[config.mk]
export PLATFORM = sky130hd
export DESIGN_NAME = py_seq_flat
export DESIGN_NICKNAME = d
export VERILOG_FILES = /design/src/rtl/py_seq_if.sv /design/src/rtl/py_seq.sv /design/src/flat_wrapper.sv
export SDC_FILE = /design/constraint.sdc
export NUM_CORES = 1
export LEC_CHECK = 0
export ABC_AREA = 1
export CAP_MARGIN = 40
export CORE_ASPECT_RATIO = 1.1
export CORE_UTILIZATION = 52
export CTS_CLUSTER_DIAMETER = 120
export DETAILED_ROUTE_END_ITERATION = 8
export HOLD_SLACK_MARGIN = 0.06
export PLACE_DENSITY = 0.83
export SYNTH_ARGS = -nofsm -noshare
export SYNTH_HDL_FRONTEND = slang
export SYNTH_SLANG_ARGS = --single-unit
export TNS_END_PERCENT = 30
[constraint.sdc]
create_clock -name clk_6M -period 3.5 [get_ports clk_6M]
set_input_delay 0.35 -clock clk_6M [delete_from_list [all_inputs] [get_ports clk_6M]]
set_output_delay 0.35 -clock clk_6M [all_outputs]
set_load 0.01 [all_outputs]
[src/rtl/py_seq_if.sv]
// Handshake and configuration bundle between the payload sequencer and its
// surrounding link controller / payload datapath.
interface py_seq_if;
  logic        seq_start_p;
  logic        seq_tx;
  logic [3:0]  pk_type;
  logic        packet_BRmode;
  logic [9:0]  regi_payloadlen;
  logic        hdr_endp;
  logic        py_datvalid_p;
  logic        py_endp;
  logic        dec_py_endp;
  logic        edrtailer_endp;
  logic        seq_abort;
  logic        py_st_p;
  logic [12:0] pylenbit;
  logic        crcencode;
  logic        fec31encode;
  logic        fec32encode;
  logic        pk_encode;
  logic        existpyheader;
  logic        BRss;
  logic        seq_busy;
  logic        seq_done_p;
  logic        seq_err_p;

  modport master (
    output seq_start_p, seq_tx, pk_type, packet_BRmode, regi_payloadlen,
           hdr_endp, py_datvalid_p, py_endp, dec_py_endp, edrtailer_endp,
           seq_abort,
    input  py_st_p, pylenbit, crcencode, fec31encode, fec32encode, pk_encode,
           existpyheader, BRss, seq_busy, seq_done_p, seq_err_p
  );

  modport slave (
    input  seq_start_p, seq_tx, pk_type, packet_BRmode, regi_payloadlen,
           hdr_endp, py_datvalid_p, py_endp, dec_py_endp, edrtailer_endp,
           seq_abort,
    output py_st_p, pylenbit, crcencode, fec31encode, fec32encode, pk_encode,
           existpyheader, BRss, seq_busy, seq_done_p, seq_err_p
  );
endinterface

[src/rtl/py_seq.sv]
// Payload-phase sequencer: decodes packet type into datapath configuration,
// then walks header -> payload -> (EDR tail) -> done with a strobe watchdog.
module py_seq (
  input  logic     clk_6M,
  input  logic     rst,
  py_seq_if.slave  bus
);

  localparam logic [2:0] ST_IDLE     = 3'd0;
  localparam logic [2:0] ST_WAIT_HDR = 3'd1;
  localparam logic [2:0] ST_PAYLOAD  = 3'd2;
  localparam logic [2:0] ST_TAIL     = 3'd3;
  localparam logic [2:0] ST_DONE     = 3'd4;

  localparam logic [13:0] WDOG_LAST = 14'd11999;

  typedef struct packed {
    logic [12:0] bits;
    logic        crc;
    logic        fec32;
    logic        hdr;
    logic        brss;
  } cfg_t;

  function automatic logic [9:0] sat_len(input logic [9:0] len, input logic [9:0] lim);
    return (len > lim) ? lim : len;
  endfunction

  function automatic logic [12:0] len_bits(input logic [4:0] hdr_bits, input logic [9:0] nbytes);
    return 13'(hdr_bits) + {nbytes, 3'b000};
  endfunction

  // Basic-rate and EDR variants differ in header width, byte limit and FEC.
  function automatic cfg_t decode_cfg(input logic [3:0] typ, input logic br, input logic [9:0] len);
    cfg_t c;
    c = '0;
    case (typ)
      4'h2: begin
        c.bits = 13'd144; c.crc = 1'b1; c.fec32 = 1'b1; c.brss = 1'b1;
      end
      4'h3: begin
        c.bits = len_bits(5'd8, sat_len(len, 10'd17));
        c.crc = 1'b1; c.fec32 = 1'b1; c.hdr = 1'b1; c.brss = 1'b1;
      end
      4'h4: begin
        c.bits = br ? len_bits(5'd8, sat_len(len, 10'd27)) : len_bits(5'd16, sat_len(len, 10'd54));
        c.crc = 1'b1; c.hdr = 1'b1; c.brss = 1'b1;
      end
      4'hA: begin
        c.bits = len_bits(5'd16, sat_len(len, br ? 10'd121 : 10'd367));
        c.crc = 1'b1; c.fec32 = br; c.hdr = 1'b1;
      end
      4'hB: begin
        c.bits = len_bits(5'd16, sat_len(len, br ? 10'd183 : 10'd552));
        c.crc = 1'b1; c.hdr = 1'b1;
      end
      4'hE: begin
        c.bits = len_bits(5'd16, sat_len(len, br ? 10'd224 : 10'd679));
        c.crc = 1'b1; c.fec32 = br; c.hdr = 1'b1;
      end
      4'hF: begin
        c.bits = len_bits(5'd16, sat_len(len, br ? 10'd339 : 10'd1021));
        c.crc = 1'b1; c.hdr = 1'b1;
      end
      default: c = '0;
    endcase
    return c;
  endfunction

  logic [2:0]  state;
  logic [13:0] wdog;
  logic        tx_q;
  logic        br_q;
  logic [3:0]  type_q;
  logic [9:0]  len_q;
  logic        py_st_q;
  logic        busy_q;
  logic        done_q;
  logic        err_q;

  cfg_t cfg;
  logic active;
  logic wdog_hit;
  logic pay_end;

  // Configuration is a pure function of the latched fields, so it holds
  // until the next accepted start and clears with them on reset.
  assign cfg      = decode_cfg(type_q, br_q, len_q);
  assign active   = (state == ST_WAIT_HDR) || (state == ST_PAYLOAD) || (state == ST_TAIL);
  assign wdog_hit = active && bus.py_datvalid_p && (wdog == WDOG_LAST);
  assign pay_end  = bus.py_datvalid_p && (tx_q ? bus.py_endp : bus.dec_py_endp);

  always_ff @(posedge clk_6M or posedge rst) begin
    if (rst) begin
      state   <= ST_IDLE;
      wdog    <= '0;
      tx_q    <= 1'b0;
      br_q    <= 1'b0;
      type_q  <= '0;
      len_q   <= '0;
      py_st_q <= 1'b0;
      busy_q  <= 1'b0;
      done_q  <= 1'b0;
      err_q   <= 1'b0;
    end else begin
      py_st_q <= 1'b0;
      done_q  <= 1'b0;
      err_q   <= 1'b0;
      if (state == ST_IDLE) begin
        if (bus.seq_start_p) begin
          tx_q   <= bus.seq_tx;
          br_q   <= bus.packet_BRmode;
          type_q <= bus.pk_type;
          len_q  <= bus.regi_payloadlen;
          wdog   <= '0;
          busy_q <= 1'b1;
          state  <= ST_WAIT_HDR;
        end
      end else if (bus.seq_abort || wdog_hit) begin
        // Abort and timeout outrank any completion event in the same cycle.
        state  <= ST_IDLE;
        busy_q <= 1'b0;
        err_q  <= 1'b1;
      end else begin
        case (state)
          ST_WAIT_HDR: begin
            if (bus.hdr_endp) begin
              if (cfg.bits == 13'd0) begin
                state  <= ST_DONE;
                done_q <= 1'b1;
              end else begin
                state   <= ST_PAYLOAD;
                py_st_q <= 1'b1;
                wdog    <= '0;
              end
            end else if (bus.py_datvalid_p) begin
              wdog <= wdog + 14'd1;
            end
          end
          ST_PAYLOAD: begin
            if (pay_end) begin
              if (tx_q && !br_q) begin
                state <= ST_TAIL;
              end else begin
                state  <= ST_DONE;
                done_q <= 1'b1;
              end
            end else if (bus.py_datvalid_p) begin
              wdog <= wdog + 14'd1;
            end
          end
          ST_TAIL: begin
            if (bus.edrtailer_endp) begin
              state  <= ST_DONE;
              done_q <= 1'b1;
            end else if (bus.py_datvalid_p) begin
              wdog <= wdog + 14'd1;
            end
          end
          default: begin
            state  <= ST_IDLE;
            busy_q <= 1'b0;
          end
        endcase
      end
    end
  end

  assign bus.py_st_p       = py_st_q;
  assign bus.pylenbit      = cfg.bits;
  assign bus.crcencode     = cfg.crc;
  assign bus.fec31encode   = 1'b0;
  assign bus.fec32encode   = cfg.fec32;
  assign bus.pk_encode     = tx_q;
  assign bus.existpyheader = cfg.hdr;
  assign bus.BRss          = cfg.brss;
  assign bus.seq_busy      = busy_q;
  assign bus.seq_done_p    = done_q;
  assign bus.seq_err_p     = err_q;

endmodule

[src/flat_wrapper.sv]
// flat-port wrapper written by rule: the top's interface ports become plain ports
module py_seq_flat 
  (clk_6M, rst, bus_seq_start_p, bus_seq_tx, bus_pk_type, bus_packet_BRmode, bus_regi_payloadlen, bus_hdr_endp, bus_py_datvalid_p, bus_py_endp, bus_dec_py_endp, bus_edrtailer_endp, bus_seq_abort, bus_py_st_p, bus_pylenbit, bus_crcencode, bus_fec31encode, bus_fec32encode, bus_pk_encode, bus_existpyheader, bus_BRss, bus_seq_busy, bus_seq_done_p, bus_seq_err_p);
  py_seq_if bus_i ();
  input  logic clk_6M;
  input  logic rst;
  input wire logic [$bits(bus_i.seq_start_p)-1:0] bus_seq_start_p;
  input wire logic [$bits(bus_i.seq_tx)-1:0] bus_seq_tx;
  input wire logic [$bits(bus_i.pk_type)-1:0] bus_pk_type;
  input wire logic [$bits(bus_i.packet_BRmode)-1:0] bus_packet_BRmode;
  input wire logic [$bits(bus_i.regi_payloadlen)-1:0] bus_regi_payloadlen;
  input wire logic [$bits(bus_i.hdr_endp)-1:0] bus_hdr_endp;
  input wire logic [$bits(bus_i.py_datvalid_p)-1:0] bus_py_datvalid_p;
  input wire logic [$bits(bus_i.py_endp)-1:0] bus_py_endp;
  input wire logic [$bits(bus_i.dec_py_endp)-1:0] bus_dec_py_endp;
  input wire logic [$bits(bus_i.edrtailer_endp)-1:0] bus_edrtailer_endp;
  input wire logic [$bits(bus_i.seq_abort)-1:0] bus_seq_abort;
  output wire logic [$bits(bus_i.py_st_p)-1:0] bus_py_st_p;
  output wire logic [$bits(bus_i.pylenbit)-1:0] bus_pylenbit;
  output wire logic [$bits(bus_i.crcencode)-1:0] bus_crcencode;
  output wire logic [$bits(bus_i.fec31encode)-1:0] bus_fec31encode;
  output wire logic [$bits(bus_i.fec32encode)-1:0] bus_fec32encode;
  output wire logic [$bits(bus_i.pk_encode)-1:0] bus_pk_encode;
  output wire logic [$bits(bus_i.existpyheader)-1:0] bus_existpyheader;
  output wire logic [$bits(bus_i.BRss)-1:0] bus_BRss;
  output wire logic [$bits(bus_i.seq_busy)-1:0] bus_seq_busy;
  output wire logic [$bits(bus_i.seq_done_p)-1:0] bus_seq_done_p;
  output wire logic [$bits(bus_i.seq_err_p)-1:0] bus_seq_err_p;
  assign bus_i.seq_start_p = bus_seq_start_p;
  assign bus_i.seq_tx = bus_seq_tx;
  assign bus_i.pk_type = bus_pk_type;
  assign bus_i.packet_BRmode = bus_packet_BRmode;
  assign bus_i.regi_payloadlen = bus_regi_payloadlen;
  assign bus_i.hdr_endp = bus_hdr_endp;
  assign bus_i.py_datvalid_p = bus_py_datvalid_p;
  assign bus_i.py_endp = bus_py_endp;
  assign bus_i.dec_py_endp = bus_dec_py_endp;
  assign bus_i.edrtailer_endp = bus_edrtailer_endp;
  assign bus_i.seq_abort = bus_seq_abort;
  assign bus_py_st_p = bus_i.py_st_p;
  assign bus_pylenbit = bus_i.pylenbit;
  assign bus_crcencode = bus_i.crcencode;
  assign bus_fec31encode = bus_i.fec31encode;
  assign bus_fec32encode = bus_i.fec32encode;
  assign bus_pk_encode = bus_i.pk_encode;
  assign bus_existpyheader = bus_i.existpyheader;
  assign bus_BRss = bus_i.BRss;
  assign bus_seq_busy = bus_i.seq_busy;
  assign bus_seq_done_p = bus_i.seq_done_p;
  assign bus_seq_err_p = bus_i.seq_err_p;
  py_seq u_core (.clk_6M(clk_6M), .rst(rst), .bus(bus_i));
endmodule
==> results.cfg <==
[global_route]
grt_max_degree = 38
grt_pass1_vias = 4361
antenna_found_initial = 0
overflow = 0
grt_use_total = 0.316
grt_pass1_wl_mm = 19.9

[power_and_ir_drop]
p_per_area_nw_per_um2 = 1100
p_int_mw = 2.63
sw_frac_of_total = 0.551
total_leakage_power_nw = 2.54
p_seq_frac = 0.122
clock_power_share = 0.050
p_comb_frac = 0.829
p_sw_mw = 3.23
ir_worst_vdd_mv = 0.604
p_total_mw = 5.87

[timing]
max_freq_ghz = 0.277
slew_headroom = 0.430
final_hold_viol_count = 0
finalSetupTns_ns = -1.42
rsz0062_at_grt = true
tightest_slew_ns = 0.853
finalSetupViolCount = 18
min_period_over_period = 1.03
setup_slack_ns = -0.106
skew_ns = 0.0106
fin_crit_ns = 3.61
slew_viol_final = 0

[synthesis]
synthCells = 617
ys_seq_area_frac = 0.234
syn_area_um2 = 3950
ys_types = 50
synth.avg_cell_area_um2 = 6.40
synth_seq_cells = 37
yosys_warnings = 0

[clock_network]
cts_made_buffers = 5
clock_latency_ns = 0.29
clk_pin_slew_ns = 0.08
htreeDepth = 2
cts_num_sinks = 37
cts_tree = done
clockBufferDepth = 2
cts_root_buf = clkbuf_8

[route]
via_count = 4696
drtIter0Drc = 357
via_per_inst = 5.91
wl_per_cell_um = 16.5
drc = 0
antenna_left = 0
wl_mm = 13.1
firstDrtPassIters = 7

[worst_setup_path]
worstSetupPathType = register to register
cp.required_ns = 3.67
rrSetupSlack_ns = -0.11
rr_startpoint = u_core.br_q
worst_setup_path_start_kind = register
arrival_ns = 3.78
r2r_cells = 27
cp_max_fo = 8
r2r_end = u_core.wdog[3]
critPathCaptureType = register

[layout]
final_layout_size_suffix_gt1_frac = 0.276
layout_commonest_cell = nand2_1
layout_common_cells = 145 x nand2_1, 63 x inv_1, 62 x nor2_1
antenna_cells = 0
area_growth_syn_to_layout_pct = 34.9
fin_cells = 795
n_fill_cell = 567
final_nets = 753
fin_util = 0.744

[place]
place_ws_ns = -0.191
dpl.cell_count = 776
numPortBuffers = 43
dpl.hpwl_mm = 9.16
routabilityCongestion = 0.997

[floorplanning]
initial_core_util = 0.551
dieArea_um2 = 7950
dieHeight_um = 93.4
row_count = 32
die_x_um = 85.1
io_pins = 48
core_um2 = 7170

[status]
violations = setup timing
status = complete, but fails checks

[hold_path]
hold_path_class = input pin to async pin

[run]
max_cap_violations = 0
-- worst max-delay path, cell delays in order (launching register included) --
cell,delay (ns)
dfrtp_2,0.43
clkinv_4,0.15
ha_4,0.25
nand2_4,0.10
inv_1,0.05
nand2_1,0.07
nand2_1,0.08
nand2_1,0.08
nand3_2,0.11
nand2_4,0.13
nand2_2,0.07
a22oi_2,0.18
nor2_4,0.08
nor2_4,0.14
ha_4,0.16
nand3_4,0.08
nor2_4,0.10
nand2_2,0.09
nor2_4,0.14
buf_6,0.11
nor2_4,0.03
nor2_4,0.11
nand3_4,0.10
nor2_4,0.13
nand3_4,0.14
clkbuf_16,0.21
nand4_1,0.06
nand2_1,0.08
-- kinds of logic (layout without fill, tap and decap cells) --
group / after synthesis / in the layout / synth area share
other: 1 / 4 / 0.000949
buffers and inverters: 98 / 187 / 0.110
XOR/XNOR: 8 / 8 / 0.0177
AO/OA/AOI/OAI: 71 / 71 / 0.105
AND/OR/NAND/NOR: 383 / 384 / 0.472
flip-flops: 37 / 37 / 0.234
adder cells (fa/ha/maj): 19 / 19 / 0.0602
-- synth_stat cells, drive strengths merged --
cell type  instances  share of area
buf               12          0.027
o22ai              1         0.0016
nor4               2         0.0032
or2                2         0.0032
a21oi             33          0.045
a221o              1         0.0025
o211ai             1         0.0019
clkbuf             6         0.0057
nor3              19          0.032
a22oi              1         0.0019
inv               77          0.074
nand3             67           0.10
nor3b              2         0.0051
xor2               6          0.013
o21ai             22          0.029
nand4             24          0.041
ha                19          0.060
nor2              87          0.097
a311oi             1         0.0022
a31oi              3         0.0048
conb               1        0.00095
a2111oi            1         0.0025
o31ai              3         0.0057
clkinv             3         0.0028
a32o               1         0.0025
o21a               1         0.0019
dfrtp             37           0.23
nand3b             2         0.0038
xnor2              2         0.0044
nand2            178           0.18
o32ai              1         0.0022
o2111ai            1         0.0022
-- metrics by stage --
stage | cell area, µm² | hold WS [ns]
finish | 5330 | 0.467
CTS | 4930 | 0.475
detailed placement | 4770 | 0.462
global placement | 4740 | 0.469
floorplan | 3980 | 0.470
global route | 5330 | 0.517
-- power groups by stage --
stage,Sequential [mW],Combinational (mW),Clock (mW)
2_1_floorplan,0.688,2.52,0
3_3_place_gp,0.685,3.92,0
3_5_place_dp,0.690,4.00,0
4_1_cts,0.689,4.08,0.300
5_1_grt,0.728,5.22,0.311
6_report,0.713,4.86,0.291
-- what timing repair did --
action,4_1_cts,5_1_grt
hold buffers,0,0
setup endpoints to repair,26,28
buffers inserted,0,9
cloned,0,2
pin swaps,5,37
resized for setup,25,82
-- final cells by class --
cell class | count | area, µm² | share of cell area
clock buffer | 6 | 72.6 | 0.0136
clock inverter | 2 | 10.0 | 0.00188
inverter | 80 | 313 | 0.0587
multi-input combinational | 486 | 3010 | 0.565
sequential | 37 | 927 | 0.174
tap | 85 | 106 | 0.0200
timing repair buffer | 99 | 890 | 0.167
-- metal layers --
metal,up-vias,track usage,share of wire
met4,0,0.158,0.048
met2,248,0.575,0.50
met5,-,0,0
li1,2213,-,-
met1,2182,0.366,0.38
met3,53,0.0318,0.069
-- worst max-delay path by stage --
stage	startpoint	depth (start not counted)	slack [ns]	end
2_1_floorplan	u_core.br_q	25	0.01	u_core.wdog[10]
3_5_place_dp	u_core.br_q	23	-0.19	u_core.state[2]
4_1_cts	u_core.br_q	21	-0.08	bus_pylenbit[12]
6_report	u_core.br_q	27	-0.11	u_core.wdog[3]
5_1_grt	u_core.br_q	18	-0.30	bus_pylenbit[11]
3_3_place_gp	u_core.br_q	20	-0.12	bus_pylenbit[12]
-- sequential cells by signal (all words and copies together) (netlist names) --
signal                 flops
u_core.wdog               14
u_core.len_q              10
u_core.bus.py_st_p         1
u_core.type_q              4
u_core.state               3
u_core.br_q                1
u_core.bus.seq_busy        1
u_core.bus.seq_err_p       1
u_core.bus.seq_done_p      1
u_core.bus.pk_encode       1
(Power assumes the default switching activity.)
